--- src/rtl/decode_pkg.sv ---
// Shared decode-stage types: opcodes, ALU selects, instruction field slices,
// control bundle and ID/EX register layout.
package decode_pkg;

  localparam int NREGS  = 16;
  localparam int XLEN   = 16;
  localparam int REG_AW = 4;

  // Instruction field slice bounds
  localparam int OP_HI = 15;
  localparam int OP_LO = 12;
  localparam int FA_HI = 11;
  localparam int FA_LO = 8;
  localparam int FB_HI = 7;
  localparam int FB_LO = 4;
  localparam int FC_HI = 3;
  localparam int FC_LO = 0;

  typedef enum logic [3:0] {
    OP_NOP  = 4'h0,
    OP_ADD  = 4'h1,
    OP_SUB  = 4'h2,
    OP_AND  = 4'h3,
    OP_OR   = 4'h4,
    OP_XOR  = 4'h5,
    OP_SLL  = 4'h6,
    OP_SRL  = 4'h7,
    OP_ADDI = 4'h8,
    OP_LDR  = 4'h9,
    OP_STR  = 4'hA,
    OP_BEQ  = 4'hB,
    OP_BNE  = 4'hC,
    OP_JMP  = 4'hD,
    OP_LUI  = 4'hE,
    OP_HALT = 4'hF
  } opcode_t;

  typedef enum logic [2:0] {
    ALU_ADD = 3'b000,
    ALU_SUB = 3'b001,
    ALU_AND = 3'b010,
    ALU_OR  = 3'b011,
    ALU_XOR = 3'b100,
    ALU_SLL = 3'b101,
    ALU_SRL = 3'b110
  } alu_ctrl_t;

  typedef struct packed {
    logic      reg_write;
    logic      mem_write;
    logic      result_src;
    logic      branch;
    logic      branch_ne;
    logic      jump;
    logic      alu_src;
    logic      halt;
    alu_ctrl_t alu_ctrl;
  } ctrl_t;

  typedef struct packed {
    logic [XLEN-1:0]   rd1;
    logic [XLEN-1:0]   rd2;
    logic [XLEN-1:0]   imm;
    logic [XLEN-1:0]   pc_plus2;
    logic [REG_AW-1:0] rd;
    logic [REG_AW-1:0] rs1;
    logic [REG_AW-1:0] rs2;
    ctrl_t             ctrl;
  } idex_t;

  // ALU operation for the register-register opcodes
  function automatic alu_ctrl_t r_alu(input opcode_t op);
    case (op)
      OP_SUB:  return ALU_SUB;
      OP_AND:  return ALU_AND;
      OP_OR:   return ALU_OR;
      OP_XOR:  return ALU_XOR;
      OP_SLL:  return ALU_SLL;
      OP_SRL:  return ALU_SRL;
      default: return ALU_ADD;
    endcase
  endfunction

  function automatic logic [XLEN-1:0] sext4(input logic [3:0] v);
    return {{(XLEN-4){v[3]}}, v};
  endfunction

  function automatic logic [XLEN-1:0] sext12(input logic [11:0] v);
    return {{(XLEN-12){v[11]}}, v};
  endfunction

endpackage

--- src/rtl/decode_stage_if.sv ---
// ID/EX pipeline-register bundle handed from decode to execute.
interface decode_stage_if;
  import decode_pkg::*;

  logic [XLEN-1:0]   RD1E;
  logic [XLEN-1:0]   RD2E;
  logic [XLEN-1:0]   ImmExtE;
  logic [XLEN-1:0]   PCPlus2E;
  logic [REG_AW-1:0] RdE;
  logic [REG_AW-1:0] Rs1E;
  logic [REG_AW-1:0] Rs2E;
  logic              RegWriteE;
  logic              MemWriteE;
  logic              ResultSrcE;
  logic              BranchE;
  logic              BranchNeE;
  logic              JumpE;
  logic              ALUSrcE;
  logic              HaltE;
  logic [2:0]        ALUControlE;

  modport master (
    output RD1E, RD2E, ImmExtE, PCPlus2E, RdE, Rs1E, Rs2E,
           RegWriteE, MemWriteE, ResultSrcE, BranchE, BranchNeE,
           JumpE, ALUSrcE, HaltE, ALUControlE
  );

  modport slave (
    input RD1E, RD2E, ImmExtE, PCPlus2E, RdE, Rs1E, Rs2E,
          RegWriteE, MemWriteE, ResultSrcE, BranchE, BranchNeE,
          JumpE, ALUSrcE, HaltE, ALUControlE
  );
endinterface

--- src/rtl/decode_stage_regfile.sv ---
// Register file: NREGS x XLEN, two combinational read ports with
// write-before-read bypass, one write port, r0 hardwired to zero.
module decode_stage_regfile
  import decode_pkg::*;
(
  input  logic              clk,
  input  logic              rst,
  input  logic              we_i,
  input  logic [REG_AW-1:0] waddr_i,
  input  logic [XLEN-1:0]   wdata_i,
  input  logic [REG_AW-1:0] raddr1_i,
  input  logic [REG_AW-1:0] raddr2_i,
  output logic [XLEN-1:0]   rdata1_o,
  output logic [XLEN-1:0]   rdata2_o
);

  logic [XLEN-1:0]   regs_q [NREGS];
  logic              wr_hit;
  logic [REG_AW-1:0] raddr [2];
  logic [XLEN-1:0]   rdata [2];

  // A write to r0 is never a real write
  assign wr_hit   = we_i && (waddr_i != '0);
  assign raddr[0] = raddr1_i;
  assign raddr[1] = raddr2_i;
  assign rdata1_o = rdata[0];
  assign rdata2_o = rdata[1];

  // Storage update: reset clears every entry, otherwise commit writeback
  always_ff @(posedge clk) begin
    if (rst) begin
      for (int i = 0; i < NREGS; i++) regs_q[i] <= '0;
    end else if (wr_hit) begin
      regs_q[waddr_i] <= wdata_i;
    end
  end

  genvar gi;
  generate
    for (gi = 0; gi < 2; gi++) begin : g_rport
      // Read port: r0 forced to zero, in-flight writeback bypassed
      always_comb begin
        rdata[gi] = regs_q[raddr[gi]];
        if (raddr[gi] == '0) begin
          rdata[gi] = '0;
        end else if (wr_hit && (waddr_i == raddr[gi])) begin
          rdata[gi] = wdata_i;
        end
      end
    end
  endgenerate

endmodule

--- src/rtl/decode_stage.sv ---
// Decode stage: opcode decode, register read, immediate extension and the
// ID/EX pipeline register feeding execute.
module decode_stage
  import decode_pkg::*;
(
  input  logic              clk,
  input  logic              rst,
  input  logic [XLEN-1:0]   InstrD,
  input  logic [XLEN-1:0]   PCPlus2D,
  input  logic              FlushE,
  input  logic              RegWriteW,
  input  logic [REG_AW-1:0] RdW,
  input  logic [XLEN-1:0]   ResultW,
  output logic [REG_AW-1:0] Rs1D,
  output logic [REG_AW-1:0] Rs2D,
  decode_stage_if.master    ex
);

  opcode_t           op;
  logic [3:0]        f_a;
  logic [3:0]        f_b;
  logic [3:0]        f_c;
  ctrl_t             ctrl_d;
  logic [REG_AW-1:0] rd_d;
  logic [REG_AW-1:0] rs1_d;
  logic [REG_AW-1:0] rs2_d;
  logic [XLEN-1:0]   imm_d;
  logic [XLEN-1:0]   rd1;
  logic [XLEN-1:0]   rd2;
  idex_t             idex_d;
  idex_t             idex_q;

  assign op  = opcode_t'(InstrD[OP_HI:OP_LO]);
  assign f_a = InstrD[FA_HI:FA_LO];
  assign f_b = InstrD[FB_HI:FB_LO];
  assign f_c = InstrD[FC_HI:FC_LO];

  // Decoder: unused register fields stay 0 so the hazard unit sees no false deps
  always_comb begin
    ctrl_d = '0;
    rd_d   = '0;
    rs1_d  = '0;
    rs2_d  = '0;
    imm_d  = '0;
    case (op)
      OP_ADD, OP_SUB, OP_AND, OP_OR, OP_XOR, OP_SLL, OP_SRL: begin
        ctrl_d.reg_write = 1'b1;
        ctrl_d.alu_ctrl  = r_alu(op);
        rd_d  = f_a;
        rs1_d = f_b;
        rs2_d = f_c;
      end
      OP_ADDI, OP_LDR: begin
        ctrl_d.reg_write  = 1'b1;
        ctrl_d.alu_src    = 1'b1;
        ctrl_d.result_src = (op == OP_LDR);
        rd_d  = f_a;
        rs1_d = f_b;
        imm_d = sext4(f_c);
      end
      OP_STR: begin
        ctrl_d.mem_write = 1'b1;
        ctrl_d.alu_src   = 1'b1;
        rs2_d = f_a;
        rs1_d = f_b;
        imm_d = sext4(f_c);
      end
      OP_BEQ, OP_BNE: begin
        ctrl_d.branch    = 1'b1;
        ctrl_d.branch_ne = (op == OP_BNE);
        ctrl_d.alu_ctrl  = ALU_SUB;
        rs1_d = f_a;
        rs2_d = f_b;
        imm_d = sext4(f_c);
      end
      OP_JMP: begin
        ctrl_d.jump = 1'b1;
        imm_d = sext12(InstrD[11:0]);
      end
      OP_LUI: begin
        // Executes as r0 + (imm8 << 8)
        ctrl_d.reg_write = 1'b1;
        ctrl_d.alu_src   = 1'b1;
        rd_d  = f_a;
        imm_d = {InstrD[7:0], 8'h00};
      end
      OP_HALT: ctrl_d.halt = 1'b1;
      default: ;
    endcase
  end

  assign Rs1D = rs1_d;
  assign Rs2D = rs2_d;

  decode_stage_regfile u_regfile (
    .clk      (clk),
    .rst      (rst),
    .we_i     (RegWriteW),
    .waddr_i  (RdW),
    .wdata_i  (ResultW),
    .raddr1_i (rs1_d),
    .raddr2_i (rs2_d),
    .rdata1_o (rd1),
    .rdata2_o (rd2)
  );

  // Gather everything execute needs into one ID/EX word
  always_comb begin
    idex_d          = '0;
    idex_d.rd1      = rd1;
    idex_d.rd2      = rd2;
    idex_d.imm      = imm_d;
    idex_d.pc_plus2 = PCPlus2D;
    idex_d.rd       = rd_d;
    idex_d.rs1      = rs1_d;
    idex_d.rs2      = rs2_d;
    idex_d.ctrl     = ctrl_d;
  end

  // ID/EX register: reset and flush both load an all-zero NOP bubble
  always_ff @(posedge clk) begin
    if (rst) begin
      idex_q <= '0;
    end else if (FlushE) begin
      idex_q <= '0;
    end else begin
      idex_q <= idex_d;
    end
  end

  assign ex.RD1E        = idex_q.rd1;
  assign ex.RD2E        = idex_q.rd2;
  assign ex.ImmExtE     = idex_q.imm;
  assign ex.PCPlus2E    = idex_q.pc_plus2;
  assign ex.RdE         = idex_q.rd;
  assign ex.Rs1E        = idex_q.rs1;
  assign ex.Rs2E        = idex_q.rs2;
  assign ex.RegWriteE   = idex_q.ctrl.reg_write;
  assign ex.MemWriteE   = idex_q.ctrl.mem_write;
  assign ex.ResultSrcE  = idex_q.ctrl.result_src;
  assign ex.BranchE     = idex_q.ctrl.branch;
  assign ex.BranchNeE   = idex_q.ctrl.branch_ne;
  assign ex.JumpE       = idex_q.ctrl.jump;
  assign ex.ALUSrcE     = idex_q.ctrl.alu_src;
  assign ex.HaltE       = idex_q.ctrl.halt;
  assign ex.ALUControlE = idex_q.ctrl.alu_ctrl;

endmodule

--- src/flat_wrapper.sv ---
// flat-port wrapper written by rule: the top's interface ports become plain ports
module decode_stage_flat import decode_pkg::*;
  (clk, rst, InstrD, PCPlus2D, FlushE, RegWriteW, RdW, ResultW, Rs1D, Rs2D, ex_RD1E, ex_RD2E, ex_ImmExtE, ex_PCPlus2E, ex_RdE, ex_Rs1E, ex_Rs2E, ex_RegWriteE, ex_MemWriteE, ex_ResultSrcE, ex_BranchE, ex_BranchNeE, ex_JumpE, ex_ALUSrcE, ex_HaltE, ex_ALUControlE);
  decode_stage_if ex_i ();
  input  logic clk;
  input  logic rst;
  input  logic [XLEN-1:0] InstrD;
  input  logic [XLEN-1:0] PCPlus2D;
  input  logic FlushE;
  input  logic RegWriteW;
  input  logic [REG_AW-1:0] RdW;
  input  logic [XLEN-1:0] ResultW;
  output logic [REG_AW-1:0] Rs1D;
  output logic [REG_AW-1:0] Rs2D;
  output wire logic [$bits(ex_i.RD1E)-1:0] ex_RD1E;
  output wire logic [$bits(ex_i.RD2E)-1:0] ex_RD2E;
  output wire logic [$bits(ex_i.ImmExtE)-1:0] ex_ImmExtE;
  output wire logic [$bits(ex_i.PCPlus2E)-1:0] ex_PCPlus2E;
  output wire logic [$bits(ex_i.RdE)-1:0] ex_RdE;
  output wire logic [$bits(ex_i.Rs1E)-1:0] ex_Rs1E;
  output wire logic [$bits(ex_i.Rs2E)-1:0] ex_Rs2E;
  output wire logic [$bits(ex_i.RegWriteE)-1:0] ex_RegWriteE;
  output wire logic [$bits(ex_i.MemWriteE)-1:0] ex_MemWriteE;
  output wire logic [$bits(ex_i.ResultSrcE)-1:0] ex_ResultSrcE;
  output wire logic [$bits(ex_i.BranchE)-1:0] ex_BranchE;
  output wire logic [$bits(ex_i.BranchNeE)-1:0] ex_BranchNeE;
  output wire logic [$bits(ex_i.JumpE)-1:0] ex_JumpE;
  output wire logic [$bits(ex_i.ALUSrcE)-1:0] ex_ALUSrcE;
  output wire logic [$bits(ex_i.HaltE)-1:0] ex_HaltE;
  output wire logic [$bits(ex_i.ALUControlE)-1:0] ex_ALUControlE;
  assign ex_RD1E = ex_i.RD1E;
  assign ex_RD2E = ex_i.RD2E;
  assign ex_ImmExtE = ex_i.ImmExtE;
  assign ex_PCPlus2E = ex_i.PCPlus2E;
  assign ex_RdE = ex_i.RdE;
  assign ex_Rs1E = ex_i.Rs1E;
  assign ex_Rs2E = ex_i.Rs2E;
  assign ex_RegWriteE = ex_i.RegWriteE;
  assign ex_MemWriteE = ex_i.MemWriteE;
  assign ex_ResultSrcE = ex_i.ResultSrcE;
  assign ex_BranchE = ex_i.BranchE;
  assign ex_BranchNeE = ex_i.BranchNeE;
  assign ex_JumpE = ex_i.JumpE;
  assign ex_ALUSrcE = ex_i.ALUSrcE;
  assign ex_HaltE = ex_i.HaltE;
  assign ex_ALUControlE = ex_i.ALUControlE;
  decode_stage u_core (.clk(clk), .rst(rst), .InstrD(InstrD), .PCPlus2D(PCPlus2D), .FlushE(FlushE), .RegWriteW(RegWriteW), .RdW(RdW), .ResultW(ResultW), .Rs1D(Rs1D), .Rs2D(Rs2D), .ex(ex_i));
endmodule
--- config.mk ---
export PLATFORM = sky130hd
export DESIGN_NAME = decode_stage_flat
export DESIGN_NICKNAME = d
export VERILOG_FILES = /design/src/rtl/decode_pkg.sv /design/src/rtl/decode_stage_if.sv /design/src/rtl/decode_stage_regfile.sv /design/src/rtl/decode_stage.sv /design/src/flat_wrapper.sv
export SDC_FILE = /design/constraint.sdc
export NUM_CORES = 1
export LEC_CHECK = 0
export BUFFER_PORTS_ARGS = -buffer_cell sky130_fd_sc_hd__buf_2
export CAP_MARGIN = 40
export CORE_ASPECT_RATIO = 1.4
export CORE_MARGIN = 2
export CORE_UTILIZATION = 40
export DETAILED_ROUTE_END_ITERATION = 10
export GPL_TIMING_DRIVEN = 0
export PLACE_DENSITY = 0.65
export SLEW_MARGIN = 10
export SYNTH_ARGS = -nofsm -noshare
export SYNTH_HDL_FRONTEND = slang
export SYNTH_SLANG_ARGS = --single-unit
--- constraint.sdc ---
create_clock -name clk -period 2.9 [get_ports clk]
set_input_delay 0.145 -clock clk [delete_from_list [all_inputs] [get_ports clk]]
set_output_delay 0.145 -clock clk [all_outputs]
set_load 0.1 [all_outputs]
==> impl_metrics.json, run 1 <==
{
  "drc": 0,
  "finalSetupViolCount": 0,
  "synthSimpleGateAreaFrac": 0.242,
  "grt_pass1_vias": 14800,
  "crit_path_start_kind": "input port",
  "cts_buffer_depth": 3,
  "path_common_cell": "buf_2",
  "synth_compound_area_frac": 0.117,
  "avgViaCountPerCell": 5.84,
  "drt-pass1-iter-count": 7,
  "ff2ff_path_depth": 7,
  "synthMuxAreaShare": 0.0503,
  "cts_root_buf": "clkbuf_16",
  "yosys_warnings": 0,
  "relSlewSlack": 0.349,
  "drt_wl_total_um": 64700,
  "synth-edff-count": 256,
  "synth_xor_area_frac": 0.00402,
  "drive_gt1_frac": 0.163,
  "hold_viol": 0,
  "stdcell_area_mm2": 0.0205,
  "powerDensity_mw_per_mm2": 632,
  "cpPeakStageDelay_ps": 640,
  "postSynthCellCount": 1729,
  "synth_cell_types": 72,
  "finalClockSkew_ps": 12.4,
  "vdd_drop_max_mv": 0.463,
  "timing.hold.worst.start": "ResultW[11]",
  "gr-usage-all-layers": 0.278,
  "finalMaxSlewViolations": 0,
  "start_util": 0.405,
  "syn_area_per_cell_um2": 10.1,
  "setup.worst_path.end_class": "output pin",
  "antenna_found_initial": 0,
  "synth_seq_cells": 343,
  "drtAntennaViolNets": 0,
  "coreArea_mm2": 0.0430,
  "cp_cell_sequence": "dlygate4sd3_1, buf_2, nor2b_1, a31o_1, a32o_1, buf_6, clkbuf_1, buf_2",
  "r2r_start": "u_core.u_regfile.regs_q[15][5]$_SDFFCE_PN0P_",
  "rows": 90,
  "ys_seq_area_frac": 0.541,
  "hold_class": "input port to register",
  "power_mw": 12.9,
  "port_buffers": 144,
  "required_ps": 2760,
  "num-nets-final": 2025,
  "worstReg2RegEnd": "u_core.ex.RD1E[5]$_SDFF_PP0_",
  "routed-via-count": 14900,
  "hpwl_um": 49900,
  "synth.cell_area_mm2": 0.0174,
  "die_h_um": 251,
  "p_leak_nw": 8.12,
  "tritoncts": "done",
  "period_minus_slack_ps": 2870,
  "ys.flop_type": "edfxtp_1",
  "grt_overflow": 0,
  "cts_sinks": 343,
  "path_max_fanout": 10,
  "status": "completed",
  "antenna_cells": 0,
  "cts_made_buffers": 34,
  "path_class": "input port to output pin",
  "dpl_cell_area_mm2": 0.0189,
  "clk_pin_slew_worst_paths_ps": 60,
  "die_w_um": 180,
  "rsz0062_at_grt": "false",
  "crit_end": "Rs2D[3]",
  "cp.arrival_ps": 2720,
  "synth_top_family_by_area": "simple AND/OR/NAND/NOR gates",
  "drt_iter0_markers": 1707,
  "fillers": 3998,
  "routedWlPerCell_um": 25.4,
  "htreeDepth": 2,
  "async_flop_share": 0,
  "slowest_stage": "clkbuf_1",
  "rrSetupSlack_ps": 1080,
  "place.gp.congestion": 1.01,
  "dieArea_mm2": 0.0453,
  "clk-insertion-delay-late_ps": 540,
  "grt_pass1_wl_um": 93400,
  "min_period_over_period": 0.989,
  "critPathLaunch": "InstrD[3]",
  "grt_start_max_net_pins": 17,
  "max_freq_mhz": 349,
  "syn2layout_area_growth_pct": 17.6,
  "drv_cap": 0,
  "tightest_slew_ps": 976,
  "synth_fa_ha_area_frac": 0,
  "pin_count": 151
}
==> power by group <==
part,internal (mW),switching (mW),leakage [nW]
clock network,2.56,1.98,0.546
logic,0.723,1.96,4.42
registers,5.55,0.166,3.15
==> flip-flops by register name, summed over array words and instances (netlist names), 3 cells and up <==
signal                   count
u_core.ex.RdE                4
u_core.ex.ImmExtE           16
u_core.ex.PCPlus2E          16
u_core.ex.Rs2E               4
u_core.ex.RD1E              16
u_core.ex.Rs1E               4
u_core.u_regfile.regs_q    256
u_core.ex.ALUControlE        3
u_core.ex.RD2E              16
==> cell type report <==
| type | count | area, um2 | share of cell area |
|---|---|---|---|
| multi-input cells | 1245 | 7280 | 0.355 |
| flip-flops and latches | 343 | 9430 | 0.460 |
| repair buffers | 189 | 1170 | 0.0572 |
| clock inverters | 21 | 206 | 0.0101 |
| clock buffers | 40 | 916 | 0.0447 |
| plain buffers | 147 | 754 | 0.0368 |
| inverters | 9 | 33.8 | 0.00165 |
| well taps | 552 | 691 | 0.0337 |
==> metrics by stage <==
step / setup slack, ps / TNS (ps) / util / cells / hold WS, ps
2_1_floorplan: 272 / 0 / - / 1744 / 267
3_3_place_gp: -770 / -118430 / 0.439 / 2440 / 350
3_5_place_dp: -466 / -95010 / 0.440 / 2445 / 350
4_1_cts: 10.3 / 0 / 0.475 / 2542 / 17.5
5_1_grt: 12.5 / 0 / 0.476 / 2546 / 36.9
6_report: 32.0 / 0 / 0.476 / 2546 / 33.3
==> synthesized netlist by cell type (all sizes together) (9+ instances only) <==
library cell,count,area (um2)
nand2,316,1190
and2,273,1710
edfxtp,256,7690
nand3,108,541
dfxtp,87,1740
a21oi,81,405
clkbuf,77,290
buf,70,455
o21ai,66,338
mux2i,64,641
a31oi,45,303
nor2,37,144
a32oi,31,272
mux2,21,236
o22ai,16,114
or2,16,100
a211o,15,131
o221ai,15,131
and3,14,87.6
nor3,12,60.1
or3,12,80.1
inv,9,33.8
nand2b,9,58.8
==> worst min-delay path by stage <==
stage | to | slack [ps] | cells past startpoint
2_1_floorplan | u_core.ex.ImmExtE[0]$_SDFF_PP0_ | 270 | 1
3_3_place_gp | u_core.ex.PCPlus2E[15]$_SDFF_PP0_ | 350 | 2
3_5_place_dp | u_core.ex.PCPlus2E[12]$_SDFF_PP0_ | 350 | 2
4_1_cts | u_core.ex.RD1E[11]$_SDFF_PP0_ | 20 | 3
5_1_grt | u_core.ex.RD1E[11]$_SDFF_PP0_ | 40 | 3
6_report | u_core.ex.RD2E[11]$_SDFF_PP0_ | 30 | 2
==> worst max-delay path, delay by kind of cell <==
kind                   cells  cell delay (ps)
buffers and inverters      5             2060
AND/OR/NAND/NOR            1              240
AO/OA/AOI/OAI              2              270
==> kinds of logic after synthesis <==
family	Yosys count
other	1
flip-flops	343
AND/OR/NAND/NOR	829
AO/OA/AOI/OAI	307
buffers and inverters	156
multiplexers	85
XOR/XNOR	8
==> per-layer routing <==
| metal | global-route usage | wire [um] | vias up | part of all wire |
|---|---|---|---|---|
| met5 | 0 | 0 | - | 0 |
| met4 | 0.196 | 4910 | 0 | 0.076 |
| met3 | 0.0513 | 5670 | 269 | 0.088 |
| met2 | 0.482 | 31300 | 1001 | 0.48 |
| met1 | 0.306 | 22800 | 6986 | 0.35 |
| li1 | - | - | 6620 | - |
==> layout by cell type, fill, tap and decap left out, types with 8 or more instances in the layout <==
cell type / instances
or3_1: 11
o22ai_1: 15
nand2b_1: 8
nor3_1: 12
and3_1: 14
conb_1: 16
buf_6: 11
o221ai_1: 15
and2_1: 272
buf_4: 15
nor2_1: 34
o21ai_1: 23
a32oi_1: 31
dlygate4sd3_1: 36
dfxtp_1: 87
mux2i_1: 64
mux2_2: 16
a21oi_1: 81
buf_2: 184
nand2_1: 314
or2_2: 16
a211o_1: 15
a31oi_1: 43
clkbuf_16: 36
nand3_1: 108
o21ai_0: 41
edfxtp_1: 256
clkbuf_1: 78
==> what timing repair did <==
| action | CTS | global route |
|---|---|---|
| hold buffers | 36 | 0 |
| resized for setup | 3 | 11 |
| endpoints found under the hold margin | 45 | 0 |
| endpoints found under the setup margin | 1 | 15 |
| setup buffers | 0 | 4 |
Note: power is estimated with default switching activity, not from simulation.
==> run 2: changes to the inputs <==
--- a/config.mk
+++ b/config.mk
@@ -13,7 +13,9 @@
 export DETAILED_ROUTE_END_ITERATION = 10
 export GPL_TIMING_DRIVEN = 0
 export PLACE_DENSITY = 0.65
+export SETUP_SLACK_MARGIN = 0.1
 export SLEW_MARGIN = 10
 export SYNTH_ARGS = -nofsm -noshare
 export SYNTH_HDL_FRONTEND = slang
 export SYNTH_SLANG_ARGS = --single-unit
+export TNS_END_PERCENT = 100
==> impl_metrics.json, run 2 (synthesized netlist as in run 1, its figures left out) <==
{
  "status": "completed",
  "num-nets-final": 2028,
  "syn2layout_area_growth_pct": 17.8,
  "drc": 0,
  "tritoncts": "done",
  "met2_usage": 0.482,
  "required_ps": 2760,
  "drt-pass1-iter-count": 8,
  "pre_cts_ws_ps": -466,
  "setup.worst_path.end_class": "output pin",
  "period_minus_slack_ps": 2820,
  "clk-insertion-delay-late_ps": 540,
  "tightest_slew_ps": 995,
  "grt.busiest_layer": "met2",
  "path_max_fanout": 10,
  "routedWlPerCell_um": 25.4,
  "final_common_cell": "nand2_1",
  "pin_count": 151,
  "hold_class": "input port to register",
  "use_met3": 0.0516,
  "multi_input_area_mm2": 0.00729,
  "drv_cap": 0,
  "die_h_um": 251,
  "start_util": 0.405,
  "antenna_found_initial": 0,
  "p_leak_nw": 8.14,
  "finalSetupViolCount": 0,
  "path_class": "input port to output pin",
  "setup_slack_ps": 78.0,
  "met1_usage": 0.306,
  "rsz0062_at_grt": "true",
  "dpl_cell_area_mm2": 0.0189,
  "stdcell_area_mm2": 0.0205,
  "powerDensity_mw_per_mm2": 631,
  "drtAntennaViolNets": 0,
  "routed-via-count": 14900,
  "port_buffers": 144,
  "finalMaxSlewViolations": 0,
  "relSlewSlack": 0.336,
  "max_freq_mhz": 354,
  "rrSetupSlack_ps": 1060,
  "layout_common_cells": "nand2_1, and2_1, edfxtp_1, buf_2, nand3_1",
  "avgViaCountPerCell": 5.85,
  "cp.arrival_ps": 2680,
  "rows": 90,
  "htreeDepth": 2,
  "grt_start_max_net_pins": 17,
  "grt_overflow": 0,
  "cts_sinks": 343,
  "die_w_um": 180,
  "gr-usage-all-layers": 0.278,
  "antenna_cells": 0,
  "cts_buffer_depth": 3,
  "crit_path_start_kind": "input port",
  "grt_pass1_wl_um": 93400,
  "clk_pin_slew_worst_paths_ps": 60,
  "place.gp.congestion": 1.01,
  "finalClockSkew_ps": 15.8,
  "cts_made_buffers": 34,
  "coreArea_mm2": 0.0430,
  "dieArea_mm2": 0.0453,
  "hpwl_um": 49900,
  "min_period_over_period": 0.973,
  "hold_viol": 0,
  "grt_pass1_vias": 14800,
  "seq_area_mm2": 0.00943,
  "drt_wl_total_um": 64700,
  "largest_reg_flops": 256,
  "vdd_drop_max_mv": 0.465,
  "fillers": 4002,
  "drt_iter0_markers": 1699,
  "drive_gt1_frac": 0.165,
  "cts_root_buf": "clkbuf_16",
  "regMostFlops": "u_core.u_regfile.regs_q"
}
-- run 2: where the power goes --
group	switching [mW]	internal (mW)
sequential	0.166	5.55
combinational	1.96	0.731
clock	1.97	2.56
-- run 2: final timing paths --
check                                                     from                            end  cells past startpoint
setup reg to reg  u_core.u_regfile.regs_q[15][5]$_SDFFCE_PN0P_   u_core.ex.RD1E[5]$_SDFF_PP0_                      7
hold / removal                                     ResultW[11]  u_core.ex.RD2E[11]$_SDFF_PP0_                      2
setup / recovery                                     InstrD[3]                        Rs2D[3]                      8
hold reg to reg    u_core.u_regfile.regs_q[7][3]$_SDFFCE_PN0P_   u_core.ex.RD1E[3]$_SDFF_PP0_                      4
-- run 2: final cells by class --
class / count / area share
buffer: 147 / 0.0370
multi-input combinational: 1245 / 0.355
sequential: 343 / 0.459
clock buffer: 40 / 0.0446
clock inverter: 21 / 0.0101
tap: 552 / 0.0337
timing repair buffer: 192 / 0.0582
inverter: 9 / 0.00165
-- run 2: what timing repair did --
action                                 4_1_cts  5_1_grt
setup buffers                                0        7
pin swaps                                    0        1
hold buffers                                36        0
setup endpoints to repair                    2      150
endpoints found under the hold margin       45        0
gates resized for setup                      4       14
-- run 2: per-stage QoR --
step                cells   util  setup TNS (ps)  hold WS [ps]  power [mW]
global placement     2440  0.439         -118430           350        8.34
detailed placement   2445  0.440          -95010           350        8.36
global route         2549  0.477               0          36.9        13.3
finish               2549  0.477               0          29.4        12.9
CTS                  2542  0.475               0          17.5        12.9
floorplan            1744      -               0           267        7.51
-- run 2: worst max-delay path, stage by stage --
cell           delay [ps]
dlygate4sd3_1         540
buf_2                 140
nor2b_1               190
a31o_1                120
a32o_1                150
buf_6                 190
clkbuf_1              640
buf_2                 560
-- run 2: per-layer routing --
metal / wire, um / up-vias
met5: 0 / -
met4: 5110 / 0
met3: 5590 / 278
met2: 31200 / 986
met1: 22800 / 7036
li1: - / 6620
==> run 3: changes to the inputs <==
--- a/config.mk
+++ b/config.mk
@@ -11,7 +11,6 @@
 export CORE_MARGIN = 2
 export CORE_UTILIZATION = 40
 export DETAILED_ROUTE_END_ITERATION = 10
-export GPL_TIMING_DRIVEN = 0
 export PLACE_DENSITY = 0.65
 export SETUP_SLACK_MARGIN = 0.1
 export SLEW_MARGIN = 10
==> impl_metrics.json, run 3 (synthesized netlist as in run 1, its figures left out) <==
{
  "status": "completed",
  "coreArea_mm2": 0.0430,
  "largest_reg_flops": 256,
  "cts_made_buffers": 34,
  "drt-pass1-iter-count": 6,
  "clk-insertion-delay-late_ps": 540,
  "avgViaCountPerCell": 5.75,
  "fillers": 3944,
  "crit_path_start_kind": "input port",
  "place.gp.congestion": 0.927,
  "vdd_drop_max_mv": 0.353,
  "grt_start_max_net_pins": 53,
  "path_max_fanout": 40,
  "num-nets-final": 1943,
  "min_period_over_period": 0.885,
  "die_w_um": 180,
  "relSlewSlack": 0.397,
  "clk_pin_slew_worst_paths_ps": 70,
  "final_common_cell": "nand2_1",
  "required_ps": 2760,
  "drv_cap": 0,
  "ctsResizeCount": 0,
  "rsz0062_at_grt": "false",
  "finalClockSkew_ps": 28.8,
  "pre_cts_ws_ps": 100,
  "pin_count": 151,
  "tightest_slew_ps": 900,
  "die_h_um": 251,
  "grt_pass1_vias": 13700,
  "cts_root_buf": "clkbuf_16",
  "max_freq_mhz": 390,
  "cts_sinks": 343,
  "drtAntennaViolNets": 0,
  "hold_viol": 0,
  "drt_wl_total_um": 57600,
  "antenna_found_initial": 1,
  "path_class": "input port to output pin",
  "routedWlPerCell_um": 23.4,
  "powerDensity_mw_per_mm2": 625,
  "hold_class": "input port to register",
  "drc": 0,
  "drive_gt1_frac": 0.177,
  "hpwl_um": 40900,
  "port_buffers": 150,
  "period_minus_slack_ps": 2570,
  "cp.arrival_ps": 2420,
  "tns_ps": 0,
  "finalMaxSlewViolations": 0,
  "layout_common_cells": "nand2_1, and2_1, edfxtp_1, buf_2, nand3_1",
  "p_leak_nw": 8.10,
  "finalSetupViolCount": 0,
  "rows": 90,
  "gr-usage-all-layers": 0.248,
  "start_util": 0.405,
  "syn2layout_area_growth_pct": 16.8,
  "setup.worst_path.end_class": "output pin",
  "dieArea_mm2": 0.0453,
  "grt_pass1_wl_um": 85700,
  "htreeDepth": 2,
  "grt_overflow": 0,
  "tritoncts": "done",
  "setup_slack_ps": 333,
  "drt_iter0_markers": 1440,
  "power_mw": 12.7,
  "cts_buffer_depth": 3,
  "regMostFlops": "u_core.u_regfile.regs_q",
  "routed-via-count": 14200
}
-- run 3: cell types whose count changed in the layout (fill, tap and decap cells not counted), moves of 8 or more --
cell / previous run / this run
buf_12: 2 / 14
buf_2: 182 / 146
buf_4: 18 / 65
buf_6: 11 / 1
clkbuf_1: 78 / 5
dlygate4sd3_1: 36 / 28
-- run 3: worst paths after layout --
path	cells after the start	slack, ps	startpoint	end
worst min register to register	3	740	u_core.u_regfile.regs_q[8][1]$_SDFFCE_PN0P_	u_core.ex.RD1E[1]$_SDFF_PP0_
worst min-delay path	3	40	ResultW[9]	u_core.ex.RD2E[9]$_SDFF_PP0_
worst max-delay path	9	330	InstrD[5]	Rs1D[1]
worst max register to register	7	1050	u_core.u_regfile.regs_q[15][5]$_SDFFCE_PN0P_	u_core.ex.RD1E[5]$_SDFF_PP0_
-- run 3: critical path: stages --
cell           delay, ps
dlygate4sd3_1        520
buf_2                230
o21ai_0              120
o211ai_1             360
a21oi_4              180
inv_2                170
buf_12               250
buf_4                230
buf_12               190
-- run 3: routing by layer --
| metal | global-route usage | share of wire | wire (um) | vias up |
|---|---|---|---|---|
| li1 | - | - | - | 6445 |
| met2 | 0.420 | 0.48 | 27800 | 759 |
| met3 | 0.0355 | 0.081 | 4660 | 153 |
| met4 | 0.118 | 0.046 | 2670 | 0 |
| met5 | 0 | 0 | 0 | - |
| met1 | 0.312 | 0.39 | 22500 | 6806 |
-- run 3: layout make-up --
type,count,area [um2],area share
sequential,343,9430,0.463
multi-input combinational,1245,7310,0.359
timing repair buffer,254,1790,0.0880
clock buffer,43,947,0.0465
tap,552,691,0.0339
clock inverter,17,143,0.00701
inverter,9,33.8,0.00166
antenna,1,2.50,0.000123
-- run 3: per-stage QoR --
| stage | cells | hold slack, ps | area, um2 | util |
|---|---|---|---|---|
| final | 2464 | 39.4 | 20300 | 0.473 |
| after global routing | 2464 | 50.6 | 20300 | 0.473 |
| after CTS | 2463 | 10.6 | 20300 | 0.473 |
| after detailed placement | 2375 | 348 | 19000 | 0.441 |
| after global placement | 2374 | 351 | 19000 | 0.441 |
| after floorplan | 1744 | 267 | 17500 | - |
-- run 3: timing repair --
item | in CTS | in global routing
hold buffers | 28 | 0
buffers inserted | 0 | 0
hold endpoints to repair | 36 | 0
-- run 3: power by group --
part           switching [mW]  internal (mW)
Sequential              0.179           5.55
Clock                    1.98           2.44
Combinational            1.83          0.744
